**src/rtl/axi_pkg.sv**
```systemverilog
// Shared AXI constants for the sram-like bridge: FSM state codes, burst/size encodings
// and the default transaction ID.
package axi_pkg;

    typedef logic [2:0] fsm_state_t;

    localparam fsm_state_t ST_IDLE    = 3'd0;
    localparam fsm_state_t ST_RD_ADDR = 3'd1;
    localparam fsm_state_t ST_RD_DATA = 3'd2;
    localparam fsm_state_t ST_WR_REQ  = 3'd3;
    localparam fsm_state_t ST_WR_RESP = 3'd4;

    localparam logic [1:0] BURST_INCR = 2'b01;

    localparam logic [1:0] SIZE_BYTE = 2'd0;
    localparam logic [1:0] SIZE_HALF = 2'd1;
    localparam logic [1:0] SIZE_WORD = 2'd2;

    localparam int DATA_ID_DEFAULT = 1;

    function automatic logic [2:0] axsize(input logic [1:0] size);
        return {1'b0, size};
    endfunction

endpackage

```
**src/rtl/d_sram_like_to_axi_if.sv**
```systemverilog
// AXI3 channel bundle (AR/R/AW/W/B) between the sram-like bridge and the bus fabric.
interface d_sram_like_to_axi_if #(
    parameter int ID_W = 4
) ();
    logic [ID_W-1:0] arid;
    logic [31:0]     araddr;
    logic [3:0]      arlen;
    logic [2:0]      arsize;
    logic [1:0]      arburst;
    logic            arvalid;
    logic            arready;

    logic [ID_W-1:0] rid;
    logic [31:0]     rdata;
    logic [1:0]      rresp;
    logic            rlast;
    logic            rvalid;
    logic            rready;

    logic [ID_W-1:0] awid;
    logic [31:0]     awaddr;
    logic [3:0]      awlen;
    logic [2:0]      awsize;
    logic [1:0]      awburst;
    logic            awvalid;
    logic            awready;

    logic [ID_W-1:0] wid;
    logic [31:0]     wdata;
    logic [3:0]      wstrb;
    logic            wlast;
    logic            wvalid;
    logic            wready;

    logic [ID_W-1:0] bid;
    logic [1:0]      bresp;
    logic            bvalid;
    logic            bready;

    modport master (
        output arid, araddr, arlen, arsize, arburst, arvalid,
        input  arready,
        input  rid, rdata, rresp, rlast, rvalid,
        output rready,
        output awid, awaddr, awlen, awsize, awburst, awvalid,
        input  awready,
        output wid, wdata, wstrb, wlast, wvalid,
        input  wready,
        input  bid, bresp, bvalid,
        output bready
    );

    modport slave (
        input  arid, araddr, arlen, arsize, arburst, arvalid,
        output arready,
        output rid, rdata, rresp, rlast, rvalid,
        input  rready,
        input  awid, awaddr, awlen, awsize, awburst, awvalid,
        output awready,
        input  wid, wdata, wstrb, wlast, wvalid,
        output wready,
        output bid, bresp, bvalid,
        input  bready
    );
endinterface

```
**src/rtl/d_axi_wstrb_gen.sv**
```systemverilog
// Byte-lane write strobe from transfer size and low address bits; size 3 is treated as word.
module d_axi_wstrb_gen
    import axi_pkg::*;
(
    input  logic [1:0] size,
    input  logic [1:0] addr,
    output logic [3:0] wstrb
);

    always_comb begin
        wstrb = 4'b1111;
        case (size)
            SIZE_BYTE: wstrb = 4'b0001 << addr;
            SIZE_HALF: wstrb = 4'b0011 << {addr[1], 1'b0};
            default:   wstrb = 4'b1111;
        endcase
    end

endmodule

```
**src/rtl/d_sram_like_to_axi.sv**
```systemverilog
// Single-outstanding sram-like to AXI3 bridge for the data port.
// Define D_AXI_WRITE_EARLY_ACK_EN to acknowledge writes once AW and W are both accepted.
module d_sram_like_to_axi
    import axi_pkg::*;
#(
    parameter int ID_W    = 4,
    parameter int DATA_ID = DATA_ID_DEFAULT
) (
    input  logic                clk,
    input  logic                rst,
    input  logic                data_req,
    input  logic                data_wr,
    input  logic [1:0]          data_size,
    input  logic [31:0]         data_addr,
    input  logic [31:0]         data_wdata,
    output logic                data_addr_ok,
    output logic                data_data_ok,
    output logic [31:0]         data_rdata,
    d_sram_like_to_axi_if.master axi
);

    fsm_state_t  state;
    logic        req_wr;
    logic [1:0]  req_size;
    logic [31:0] req_addr;
    logic [31:0] req_wdata;
    logic        aw_done;
    logic        w_done;
    logic        aw_hs;
    logic        w_hs;
    logic        wr_both;
    logic [3:0]  wstrb;
    logic        unused_axi;

    assign aw_hs   = axi.awvalid & axi.awready;
    assign w_hs    = axi.wvalid & axi.wready;
    assign wr_both = (aw_done | aw_hs) & (w_done | w_hs);

    // The completion cycle itself is never an accept cycle: at least one gap between requests.
    assign data_addr_ok = (state == ST_IDLE) & ~data_data_ok & data_req;

    always_ff @(posedge clk or posedge rst) begin
        if (rst) begin
            state        <= ST_IDLE;
            req_wr       <= 1'b0;
            req_size     <= 2'd0;
            req_addr     <= 32'd0;
            req_wdata    <= 32'd0;
            aw_done      <= 1'b0;
            w_done       <= 1'b0;
            data_data_ok <= 1'b0;
            data_rdata   <= 32'd0;
        end else begin
            data_data_ok <= 1'b0;
            case (state)
                ST_IDLE: begin
                    if (data_req && data_addr_ok) begin
                        req_wr    <= data_wr;
                        req_size  <= data_size;
                        req_addr  <= data_addr;
                        req_wdata <= data_wdata;
                        state     <= data_wr ? ST_WR_REQ : ST_RD_ADDR;
                    end
                end
                ST_RD_ADDR: begin
                    if (axi.arready) state <= ST_RD_DATA;
                end
                ST_RD_DATA: begin
                    if (axi.rvalid) begin
                        data_rdata   <= axi.rdata;
                        data_data_ok <= 1'b1;
                        state        <= ST_IDLE;
                    end
                end
                ST_WR_REQ: begin
                    if (aw_hs) aw_done <= 1'b1;
                    if (w_hs)  w_done  <= 1'b1;
                    if (wr_both) begin
                        aw_done <= 1'b0;
                        w_done  <= 1'b0;
                        state   <= ST_WR_RESP;
`ifdef D_AXI_WRITE_EARLY_ACK_EN
                        data_data_ok <= 1'b1;
`endif
                    end
                end
                ST_WR_RESP: begin
                    if (axi.bvalid) begin
                        state <= ST_IDLE;
`ifndef D_AXI_WRITE_EARLY_ACK_EN
                        data_data_ok <= 1'b1;
`endif
                    end
                end
                default: state <= ST_IDLE;
            endcase
        end
    end

    d_axi_wstrb_gen u_wstrb_gen (
        .size  (req_size),
        .addr  (req_addr[1:0]),
        .wstrb (wstrb)
    );

    assign axi.arid    = ID_W'(DATA_ID);
    assign axi.araddr  = req_addr;
    assign axi.arlen   = 4'd0;
    assign axi.arsize  = axsize(req_size);
    assign axi.arburst = BURST_INCR;
    assign axi.arvalid = (state == ST_RD_ADDR);
    assign axi.rready  = (state == ST_RD_DATA);

    assign axi.awid    = ID_W'(DATA_ID);
    assign axi.awaddr  = req_addr;
    assign axi.awlen   = 4'd0;
    assign axi.awsize  = axsize(req_size);
    assign axi.awburst = BURST_INCR;
    assign axi.awvalid = (state == ST_WR_REQ) & ~aw_done;

    assign axi.wid     = ID_W'(DATA_ID);
    assign axi.wdata   = req_wdata;
    assign axi.wstrb   = wstrb;
    assign axi.wlast   = 1'b1;
    assign axi.wvalid  = (state == ST_WR_REQ) & ~w_done;
    assign axi.bready  = (state == ST_WR_RESP);

    // Response IDs and error codes are deliberately ignored.
    assign unused_axi = ^{axi.rid, axi.rresp, axi.rlast, axi.bid, axi.bresp, req_wr};

endmodule

```
**src/flat_wrapper.sv**
```systemverilog
// flat-port wrapper written by rule: the top's interface ports become plain ports
module d_sram_like_to_axi_flat import axi_pkg::*;
#(
    parameter int ID_W    = 4,
    parameter int DATA_ID = DATA_ID_DEFAULT
)
  (clk, rst, data_req, data_wr, data_size, data_addr, data_wdata, data_addr_ok, data_data_ok, data_rdata, axi_arid, axi_araddr, axi_arlen, axi_arsize, axi_arburst, axi_arvalid, axi_arready, axi_rid, axi_rdata, axi_rresp, axi_rlast, axi_rvalid, axi_rready, axi_awid, axi_awaddr, axi_awlen, axi_awsize, axi_awburst, axi_awvalid, axi_awready, axi_wid, axi_wdata, axi_wstrb, axi_wlast, axi_wvalid, axi_wready, axi_bid, axi_bresp, axi_bvalid, axi_bready);
  d_sram_like_to_axi_if #(.ID_W(ID_W)) axi_i ();
  input  logic clk;
  input  logic rst;
  input  logic data_req;
  input  logic data_wr;
  input  logic [1:0] data_size;
  input  logic [31:0] data_addr;
  input  logic [31:0] data_wdata;
  output logic data_addr_ok;
  output logic data_data_ok;
  output logic [31:0] data_rdata;
  output wire logic [$bits(axi_i.arid)-1:0] axi_arid;
  output wire logic [$bits(axi_i.araddr)-1:0] axi_araddr;
  output wire logic [$bits(axi_i.arlen)-1:0] axi_arlen;
  output wire logic [$bits(axi_i.arsize)-1:0] axi_arsize;
  output wire logic [$bits(axi_i.arburst)-1:0] axi_arburst;
  output wire logic [$bits(axi_i.arvalid)-1:0] axi_arvalid;
  input wire logic [$bits(axi_i.arready)-1:0] axi_arready;
  input wire logic [$bits(axi_i.rid)-1:0] axi_rid;
  input wire logic [$bits(axi_i.rdata)-1:0] axi_rdata;
  input wire logic [$bits(axi_i.rresp)-1:0] axi_rresp;
  input wire logic [$bits(axi_i.rlast)-1:0] axi_rlast;
  input wire logic [$bits(axi_i.rvalid)-1:0] axi_rvalid;
  output wire logic [$bits(axi_i.rready)-1:0] axi_rready;
  output wire logic [$bits(axi_i.awid)-1:0] axi_awid;
  output wire logic [$bits(axi_i.awaddr)-1:0] axi_awaddr;
  output wire logic [$bits(axi_i.awlen)-1:0] axi_awlen;
  output wire logic [$bits(axi_i.awsize)-1:0] axi_awsize;
  output wire logic [$bits(axi_i.awburst)-1:0] axi_awburst;
  output wire logic [$bits(axi_i.awvalid)-1:0] axi_awvalid;
  input wire logic [$bits(axi_i.awready)-1:0] axi_awready;
  output wire logic [$bits(axi_i.wid)-1:0] axi_wid;
  output wire logic [$bits(axi_i.wdata)-1:0] axi_wdata;
  output wire logic [$bits(axi_i.wstrb)-1:0] axi_wstrb;
  output wire logic [$bits(axi_i.wlast)-1:0] axi_wlast;
  output wire logic [$bits(axi_i.wvalid)-1:0] axi_wvalid;
  input wire logic [$bits(axi_i.wready)-1:0] axi_wready;
  input wire logic [$bits(axi_i.bid)-1:0] axi_bid;
  input wire logic [$bits(axi_i.bresp)-1:0] axi_bresp;
  input wire logic [$bits(axi_i.bvalid)-1:0] axi_bvalid;
  output wire logic [$bits(axi_i.bready)-1:0] axi_bready;
  assign axi_arid = axi_i.arid;
  assign axi_araddr = axi_i.araddr;
  assign axi_arlen = axi_i.arlen;
  assign axi_arsize = axi_i.arsize;
  assign axi_arburst = axi_i.arburst;
  assign axi_arvalid = axi_i.arvalid;
  assign axi_i.arready = axi_arready;
  assign axi_i.rid = axi_rid;
  assign axi_i.rdata = axi_rdata;
  assign axi_i.rresp = axi_rresp;
  assign axi_i.rlast = axi_rlast;
  assign axi_i.rvalid = axi_rvalid;
  assign axi_rready = axi_i.rready;
  assign axi_awid = axi_i.awid;
  assign axi_awaddr = axi_i.awaddr;
  assign axi_awlen = axi_i.awlen;
  assign axi_awsize = axi_i.awsize;
  assign axi_awburst = axi_i.awburst;
  assign axi_awvalid = axi_i.awvalid;
  assign axi_i.awready = axi_awready;
  assign axi_wid = axi_i.wid;
  assign axi_wdata = axi_i.wdata;
  assign axi_wstrb = axi_i.wstrb;
  assign axi_wlast = axi_i.wlast;
  assign axi_wvalid = axi_i.wvalid;
  assign axi_i.wready = axi_wready;
  assign axi_i.bid = axi_bid;
  assign axi_i.bresp = axi_bresp;
  assign axi_i.bvalid = axi_bvalid;
  assign axi_bready = axi_i.bready;
  d_sram_like_to_axi #(.ID_W(ID_W), .DATA_ID(DATA_ID)) u_core (.clk(clk), .rst(rst), .data_req(data_req), .data_wr(data_wr), .data_size(data_size), .data_addr(data_addr), .data_wdata(data_wdata), .data_addr_ok(data_addr_ok), .data_data_ok(data_data_ok), .data_rdata(data_rdata), .axi(axi_i));
endmodule
```
**config.mk**
```make
export PLATFORM = sky130hd
export DESIGN_NAME = d_sram_like_to_axi_flat
export DESIGN_NICKNAME = d
export VERILOG_FILES = /design/src/rtl/axi_pkg.sv /design/src/rtl/d_sram_like_to_axi_if.sv /design/src/rtl/d_axi_wstrb_gen.sv /design/src/rtl/d_sram_like_to_axi.sv /design/src/flat_wrapper.sv
export SDC_FILE = /design/constraint.sdc
export NUM_CORES = 1
export LEC_CHECK = 0
export ABC_CLOCK_PERIOD_IN_PS = 9500
export CAP_MARGIN = 20
export CORE_AREA = 2 2 113 115
export DETAILED_ROUTE_END_ITERATION = 8
export DIE_AREA = 0 0 115 117
export PLACE_DENSITY = 0.82
export SYNTH_ARGS = -nofsm -noshare
export SYNTH_HDL_FRONTEND = slang
export SYNTH_HIERARCHICAL = 1
export SYNTH_SLANG_ARGS = --single-unit
```
**constraint.sdc**
```tcl
create_clock -name clk -period 9.5 [get_ports clk]
set_input_delay 1.9 -clock clk [delete_from_list [all_inputs] [get_ports clk]]
set_output_delay 1.9 -clock clk [all_outputs]
set_load 0.01 [all_outputs]
```
==> run summary, run 1 <==
layout cells sized above 1 -> 20.83%
Cell variety after synth -> 29
routability cong. -> 0.6922
first-pass GRT wire length -> 16.97 mm
PortBufs -> 249
Starting Density -> 36.79%
initial antenna violation count -> 0
Setup Skew -> 0.003467 ns
row count -> 41
vias in the first global route -> 3326
Final Setup Violations -> 0
Power Dens Cells -> 346.8 nW/um^2
max cap viols -> 0
Post-CTS Hold Buffers -> 0
post-synthesis simple-gate area fraction -> 2.597%
count leader, synth -> dfrtp_1
main combinational cell family by area after synthesis -> multiplexers
GRT overflow -> 0
share of the synthesized area in the top cell type -> 57.46%
Cell Area, Synth -> 4529 sq um
CP required -> 7.60 ns
fin. max-slew vios -> 0
chip width -> 115 um
area delta synth->final -> 55.66%
slowest CP cell -> and3_4
drt pass-1 iters -> 4
Synth Area in Adders -> 0%
post-synthesis mux area share -> 25.41%
Die Height -> 117 um
die area -> 13460 sq um
synthesized netlist cell count -> 316
Post-Synth XOR/XNOR Area -> 0%
CP startpoint -> data_req
IO Count -> 290
post-CTS sizing -> 0
Post-CTS Setup Bufs -> 0
fin crit period -> 5.796 ns
final core occ -> 57.27%
routed wire length -> 11.27 mm
Worst Hold Class -> flip-flop to flip-flop
outcome -> finished, final reports clean
startpoint types -> primary input
CP Capture Type -> output pin
vias -> 3125
Max Root-Sink Buffers -> 2
# nets final -> 650
WP buf/inv -> 2
final-report hold violation count -> 0
register area share after synthesis -> 57.46%
Post-synth EDFFs -> 0
async set or reset register ratio after synthesis -> 100.0%
crit-path max cell delay -> 0.79 ns
CTS tree -> yes
placed wire-length estimate -> 8.704 mm
total global-route track usage -> 16.46%
clk sinks -> 104
WS Path Type -> primary input to output pin
vias per cell -> 4.575
Post-synth top flop -> dfrtp_1
clock transition at the registers of the reported paths -> 0.06 ns
setup_tns -> 0 ns
Synth area leader -> dfrtp_1
syn_area_per_cell -> 14.33 sq um
WL per Instance -> 16.50 um
Critical Path AT -> 3.90 ns
HP Start -> u_core/data_rdata[21]
Leak -> 0.002956 uW
root buffer cell -> clkbuf_16
core area -> 12310 sq um
drt initial violations -> 137
RR Startpoint -> u_core/state[1]
CP max FO -> 69
H-tree levels -> 3
Post-Place Worst Slack -> 3.651 ns
crit path cell chain -> clkdlybuf4s50_1 -> and3_4 -> clkdlybuf4s50_1
fill cell count -> 1015
Critical Path Most Common Cell -> clkdlybuf4s50_1
worst rel slew slack -> 32.72%
Antenna Nets Post-Route -> 0
DRC violations left -> 0
Seq cells post-synth -> 104
Period Utilization, post-route -> 61.01%
top post-synthesis cells by count -> 104 x dfrtp_1, 83 x mux2_2, 64 x buf_4
number of antenna diodes -> 0
Worst R2R Setup Slack -> 7.45 ns
RSZ-0062 raised after global routing -> no
Num CTS Buffers -> 9
critical path's top delay family -> buffers and inverters
Final WS setup -> 3.704 ns
largest net degree at the start of global routing -> 70
Max IR drop VDD -> 0.1995 mV
Tightest Pin Transition -> 1.009 ns
Synth Area in Compound Gates -> 1.934%
Yosys warning count -> 6
ranking of synthesized cells by area -> dfrtp_1 57%, mux2_2 21%, buf_4 11%
clk_lat worst skew -> 0.34 ns
fmax -> 172.5 MHz
[cell families (layout without fill, tap and decap cells)]
group / count (synthesis) / count (layout)
other: 2 / 27
AOI/OAI and AO/OA: 12 / 12
and+or+nand+nor: 22 / 22
muxes: 99 / 99
buffers and inverters: 77 / 269
DFF: 104 / 104
[sequential cells by signal (all words and copies together), names as in the netlist]
signal	cells
u_core/aw_done	1
u_core/axi.araddr	32
u_core/axi.wdata	32
u_core/data_data_ok	1
u_core/data_rdata	32
u_core/req_size	2
u_core/state	3
u_core/w_done	1
[layout by cell type (no fill, tap or decap)]
| cell type | instances |
|---|---|
| clkdlybuf4s50_1 | 249 |
| dfrtp_1 | 104 |
| mux2_2 | 83 |
| conb_1 | 27 |
| nor2_1 | 11 |
| mux2_4 | 10 |
| clkbuf_16 | 9 |
| mux2_1 | 5 |
| clkbuf_1 | 4 |
| inv_1 | 3 |
| a21o_1 | 3 |
| nand2_1 | 2 |
| a21oi_1 | 2 |
| buf_4 | 2 |
| o21bai_1 | 2 |
| bufinv_16 | 1 |
| nor2_2 | 1 |
| and3_4 | 1 |
| nand2b_1 | 1 |
| nor2b_1 | 1 |
| nor2b_2 | 1 |
| nor3b_1 | 1 |
| nand3b_1 | 1 |
| inv_4 | 1 |
| o22a_1 | 1 |
| mux2i_1 | 1 |
| a31o_2 | 1 |
| a211oi_1 | 1 |
| a221o_1 | 1 |
| and3b_1 | 1 |
| o21ai_0 | 1 |
| nand2b_4 | 1 |
[report_power, final]
| group | internal, uW | leakage, uW | switching (uW) | total (uW) |
|---|---|---|---|---|
| combinational | 810 | 0.00159 | 454 | 1260 |
| sequential | 671 | 0.00123 | 158 | 829 |
| clock | 202 | 0.000130 | 150 | 352 |
| total | 1680 | 0.00296 | 762 | 2440 |
[per-stage QoR]
stage          power [uW]  hold slack, ns  cells  area [sq um]
4_1_cts              2476          0.4984    683          7051
5_1_grt              2586          0.5168    683          7051
6_report             2445          0.4969    683          7051
2_1_floorplan        1469          0.5219    341          4623
3_5_place_dp         2114          0.4784    669          6780
3_3_place_gp         2069          0.4706    669          6780
[per-layer routing]
metal  up-vias  wire length, um  GRT usage (%)
met4         0              185          6.586
li1       1410                -              -
met5         -                0              0
met2       160             6225          30.75
met1      1545             3987          17.42
met3        10              873          4.840
[final timing paths]
kind	endpoint	depth (start not counted)
worst min-delay path	u_core/data_rdata[21]	1
worst min register to register	u_core/data_rdata[21]	1
max in group asynchronous	u_core/axi.araddr[27]	3
min in group asynchronous	u_core/data_rdata[1]	2
worst max register to register	u_core/axi.wdata[1]	3
worst max-delay path	data_addr_ok	3
[cell type report]
class                   count  area [sq um]  share of cell area, %
clock inverters             1         30.03                 0.4259
inverters                   4         17.52                 0.2484
repair buffers            251          2507                  35.56
multi-input cells         160          1465                  20.78
flip-flops and latches    104          2603                  36.91
clock buffers              13         240.2                  3.407
well taps                 150         187.7                  2.662
(Power assumes the default switching activity.)
==> run 2, diff against run 1 <==
--- a/config.mk
+++ b/config.mk
@@ -5,12 +5,12 @@
 export SDC_FILE = /design/constraint.sdc
 export NUM_CORES = 1
 export LEC_CHECK = 0
-export ABC_CLOCK_PERIOD_IN_PS = 9500
+export ABC_CLOCK_PERIOD_IN_PS = 4800
 export CAP_MARGIN = 20
-export CORE_AREA = 2 2 113 115
+export CORE_ASPECT_RATIO = 1.25
+export CORE_UTILIZATION = 33
 export DETAILED_ROUTE_END_ITERATION = 8
-export DIE_AREA = 0 0 115 117
-export PLACE_DENSITY = 0.82
+export PLACE_DENSITY = 0.77
 export SYNTH_ARGS = -nofsm -noshare
 export SYNTH_HDL_FRONTEND = slang
 export SYNTH_HIERARCHICAL = 1
==> constraint.sdc (replaced) <==
create_clock -name clk -period 4.8 [get_ports clk]
set_input_delay 0.96 -clock clk [delete_from_list [all_inputs] [get_ports clk]]
set_output_delay 0.96 -clock clk [all_outputs]
set_load 0.01 [all_outputs]
==> run 2 against run 1 <==
Net effect:
- first-iteration DRC count down 50%
- wire length down 5.7%
- global-route usage down 1.6 points
- critical path depth unchanged
- non-clock buffer count up 2
- power up 98%
- die area up 5.5%
- clock power up 110%
- combinational power up 98%
==> run summary, run 2 (synthesis gave the netlist of run 1 again) <==
post-CTS sizing -> 0
combinational group share of total power -> 51.6%
vias per cell -> 4.395
setup_tns -> 0 ns
outcome -> finished, final reports clean
final core occ -> 53.68%
drt initial violations -> 68
Sw Ratio -> 30.81%
die area -> 14200 sq um
CP Capture Type -> output pin
root buffer cell -> clkbuf_16
highest-count cells in the layout ignoring fill and taps -> 249 x clkdlybuf4s50_1, 104 x dfrtp_1, 83 x mux2_2
Power Dens Cells -> 679.8 nW/um^2
commonest non-fill, non-tap cell in the layout -> clkdlybuf4s50_1
Tightest Pin Transition -> 0.9504 ns
IO Count -> 290
initial antenna violation count -> 0
clk_lat worst skew -> 0.33 ns
CTS tree -> yes
DRC violations left -> 0
Worst Hold Class -> flip-flop to flip-flop
vias -> 3112
Max Root-Sink Buffers -> 2
CP max FO -> 2
chip width -> 106.8 um
switching power -> 1494 uW
Critical Path AT -> 2.14 ns
Leak -> 0.002979 uW
WS Path Type -> primary input to output pin
drt pass-1 iters -> 4
row count -> 47
vias in the first global route -> 3241
H-tree levels -> 3
routability cong. -> 0.7581
DP Cell Count -> 691
startpoint types -> primary input
number of antenna diodes -> 0
CP required -> 3.84 ns
placed wire-length estimate -> 8.057 mm
GRT overflow -> 0
first-pass GRT wire length -> 16.40 mm
final-report hold violation count -> 0
RSZ-0062 raised after global routing -> no
clock transition at the registers of the reported paths -> 0.06 ns
Die Height -> 133.0 um
Final Setup Violations -> 0
fmax -> 322.5 MHz
core area -> 13290 sq um
Reg power frac -> 33.4%
total global-route track usage -> 14.90%
area delta synth->final -> 57.51%
clk sinks -> 104
layout cells sized above 1 -> 21.79%
Clk pwr share -> 14.9%
PortBufs -> 249
Num CTS Buffers -> 9
largest net degree at the start of global routing -> 82
max cap viols -> 0
Post-CTS Hold Buffers -> 0
routed wire length -> 10.63 mm
worst rel slew slack -> 36.64%
# nets final -> 652
Setup Skew -> 0.005412 ns
Starting Density -> 34.08%
Antenna Nets Post-Route -> 0
fin cells -> 708
fin. max-slew vios -> 0
Period Utilization, post-route -> 64.61%
Post-CTS Setup Bufs -> 0
WL per Instance -> 15.02 um
fin crit period -> 3.101 ns
internal power -> 3355 uW
Max IR drop VDD -> 0.3552 mV
[run 2: cell count changes in the layout (fill, tap and decap cells not counted)]
cell / delta
clkinv_4: +1
buf_12: +1
clkinvlp_4: +2
clkbuf_8: +1
clkbuf_1: -2
buf_4: +1
[run 2: final cells by class]
type | instances | area (sq um)
Fill cell | 1141 | 6156
Sequential cell | 104 | 2603
Timing Repair Buffer | 253 | 2535
Multi-Input combinational cell | 160 | 1465
Clock buffer | 12 | 246.5
Tap cell | 171 | 214.0
Clock inverter | 4 | 53.80
Inverter | 4 | 17.52
[run 2: path summary, 6_finish.rpt]
path	depth (start not counted)	slack (ns)	from	endpoint
min	1	0.49	u_core/data_rdata[21]	u_core/data_rdata[21]
min reg2reg	1	0.49	u_core/data_rdata[21]	u_core/data_rdata[21]
min in group asynchronous	2	0.99	rst	u_core/axi.araddr[29]
max reg2reg	4	2.70	u_core/state[0]	u_core/axi.wdata[29]
max in group asynchronous	4	2.83	rst	u_core/axi.araddr[14]
max	3	1.70	data_req	data_addr_ok
[run 2: critical path: stages]
cell and delay, ns:
clkdlybuf4s50_1 0.46, and3_4 0.18, clkdlybuf4s50_1 0.54
[run 2: power by group through the flow]
| stage | combinational, uW | clock [uW] | sequential [uW] |
|---|---|---|---|
| 2_1_floorplan | 1100 | 0 | 1810 |
| 3_3_place_gp | 2480 | 0 | 1610 |
| 3_5_place_dp | 2530 | 0 | 1640 |
| 4_1_cts | 2540 | 761 | 1630 |
| 5_1_grt | 2650 | 786 | 1690 |
| 6_report | 2500 | 724 | 1620 |
[run 2: per-layer routing]
layer	track usage [%]	share of wire, %
met1	15.48	35
met2	27.85	54
met4	4.718	1.7
met3	4.828	9.0
met5	0	0
[run 2: through the flow]
step,hold slack [ns],setup slack [ns],instance area [sq um],total power [uW]
global placement,0.4688,1.687,6814,4094
global route,0.5160,1.667,7134,5130
CTS,0.4953,1.687,7114,4930
floorplan,0.5219,1.108,4623,2906
finish,0.4949,1.699,7134,4850
detailed placement,0.4787,1.687,6814,4174
==> run 3, diff against run 2 <==
--- a/config.mk
+++ b/config.mk
@@ -5,12 +5,11 @@
 export SDC_FILE = /design/constraint.sdc
 export NUM_CORES = 1
 export LEC_CHECK = 0
-export ABC_CLOCK_PERIOD_IN_PS = 4800
+export ABC_CLOCK_PERIOD_IN_PS = 2860
 export CAP_MARGIN = 20
-export CORE_ASPECT_RATIO = 1.25
-export CORE_UTILIZATION = 33
+export CORE_UTILIZATION = 37
 export DETAILED_ROUTE_END_ITERATION = 8
-export PLACE_DENSITY = 0.77
+export PLACE_DENSITY = 0.82
 export SYNTH_ARGS = -nofsm -noshare
 export SYNTH_HDL_FRONTEND = slang
 export SYNTH_HIERARCHICAL = 1
==> constraint.sdc (replaced) <==
create_clock -name clk -period 2.86 [get_ports clk]
set_input_delay 0.572 -clock clk [delete_from_list [all_inputs] [get_ports clk]]
set_output_delay 0.572 -clock clk [all_outputs]
set_load 0.01 [all_outputs]
==> run 3 against run 2 <==
Net effect:
- non-clock buffer count fell by 1
- clock power rose by 73%
- die area fell by 11%
- sequential power rose by 69%
- highest routed layer unchanged
- via count fell by 0.58%
- register-to-register slack got worse by 1.6 ns
==> run summary, run 3 (synthesis gave the netlist of run 1 again) <==
Final Setup Violations -> 0
core area -> 11960 sq um
Leak -> 0.002984 uW
layout cells sized above 1 -> 21.83%
max cap viols -> 0
design area -> 7118 sq um
IO Count -> 290
largest net degree at the start of global routing -> 105
Critical Path Most Common Cell -> clkdlybuf4s50_1
Worst Hold Class -> flip-flop to flip-flop
vias -> 3094
Period Utilization, post-route -> 82.04%
register area -> 2603 sq um
fill cell count -> 991
PortBufs -> 249
Max Root-Sink Buffers -> 2
fmax -> 426.2 MHz
drt pass-1 iters -> 5
startpoint types -> primary input
commonest non-fill, non-tap cell in the layout -> clkdlybuf4s50_1
area delta synth->final -> 57.15%
placed wire-length estimate -> 8.012 mm
Antenna Nets Post-Route -> 0
initial antenna violation count -> 0
clk sinks -> 104
DRC violations left -> 0
area of the multi-input gates -> 1465 sq um
WS Path Type -> primary input to output pin
CP Capture Type -> output pin
routed wire length -> 10.52 mm
routability cong. -> 0.7261
slowest CP cell -> clkdlybuf4s50_1
row count -> 40
CP required -> 2.29 ns
chip width -> 112.6 um
number of antenna diodes -> 0
fin. max-slew vios -> 0
total global-route track usage -> 16.51%
Tightest Pin Transition -> 0.5546 ns
root buffer cell -> clkbuf_16
Power Dens Cells -> 1148 nW/um^2
drt initial violations -> 104
# nets final -> 651
outcome -> finished, final reports clean
Setup Skew -> 0.008178 ns
setup_tns -> 0 ns
post-CTS sizing -> 0
RSZ-0062 raised after global routing -> no
Max IR drop VDD -> 0.6309 mV
vias in the first global route -> 3182
Post-CTS Setup Bufs -> 0
Starting Density -> 37.87%
final-report hold violation count -> 0
clk_lat worst skew -> 0.34 ns
GRT overflow -> 0
worst rel slew slack -> 63.03%
vias per cell -> 4.530
H-tree levels -> 3
clock transition at the registers of the reported paths -> 0.06 ns
critical path's top delay family -> buffers and inverters
placed cell areas -> 6810 sq um
Post-CTS Hold Buffers -> 0
Num CTS Buffers -> 9
first-pass GRT wire length -> 16.11 mm
WL per Instance -> 15.41 um
fin crit period -> 2.346 ns
CP max FO -> 2
Die Height -> 112.6 um
crit path cell chain -> clkdlybuf4s50_1 -> and3_4 -> clkdlybuf4s50_1
Critical Path AT -> 1.77 ns
WP buf/inv -> 2
CTS tree -> yes
die area -> 12690 sq um
highest-count cells in the layout ignoring fill and taps -> 249 x clkdlybuf4s50_1, 104 x dfrtp_1, 83 x mux2_2
crit-path max cell delay -> 0.55 ns
## run 3: cell count changes in the layout (fill, tap and decap cells not counted), sizes merged
cell	previous run	this run
buf	4	3
## run 3: metrics by stage
step / instances / setup WS, ns / hold slack (ns) / power (uW) / util, %
floorplan: 341 / 1.042 / 0.5219 / 4878 / -
global placement: 667 / 0.5236 / 0.4672 / 6862 / 56.94
detailed placement: 667 / 0.5053 / 0.4773 / 6987 / 56.94
CTS: 683 / 0.5054 / 0.4887 / 8281 / 59.51
global route: 683 / 0.3775 / 0.5086 / 8613 / 59.51
finish: 683 / 0.5137 / 0.4848 / 8172 / 59.51
## run 3: area by class of cell
type | instances | share of cell area [%]
clock buffer | 12 | 3.603
clock inverter | 4 | 0.7207
inverter | 4 | 0.2637
multi-input combinational | 160 | 20.58
sequential | 104 | 36.56
tap | 147 | 2.584
timing repair buffer | 252 | 35.68
## run 3: path summary, 6_finish.rpt
path	from	endpoint	slack [ns]	cells past startpoint
max	data_req	data_addr_ok	0.51	3
min	u_core/data_rdata[21]	u_core/data_rdata[21]	0.48	1
max reg2reg	u_core/state[1]	u_core/axi.araddr[29]	1.14	4
min reg2reg	u_core/data_rdata[21]	u_core/data_rdata[21]	0.48	1
max in group asynchronous	rst	u_core/axi.araddr[13]	1.69	3
min in group asynchronous	rst	u_core/data_rdata[12]	0.74	3
## run 3: layer usage
layer	track usage [%]	share of wire, %	vias up	wire length [um]
li1	-	-	1415	-
met1	17.37	37	1506	3841
met2	30.29	53	159	5590
met3	4.914	8.5	14	896
met4	7.378	1.8	0	194
met5	0	0	-	0
## run 3: power by group
part | internal [uW] | total [uW] | switching [uW]
registers | 2230 | 2730 | 502
clock network | 729 | 1250 | 524
logic | 2710 | 4190 | 1480
## run 3: worst reg2reg max path, cell delays in order (launching register included)
cell	delay, ns
dfrtp_1	0.45
nor2_2	0.15
and3_4	0.21
buf_12	0.31
mux2_2	0.47
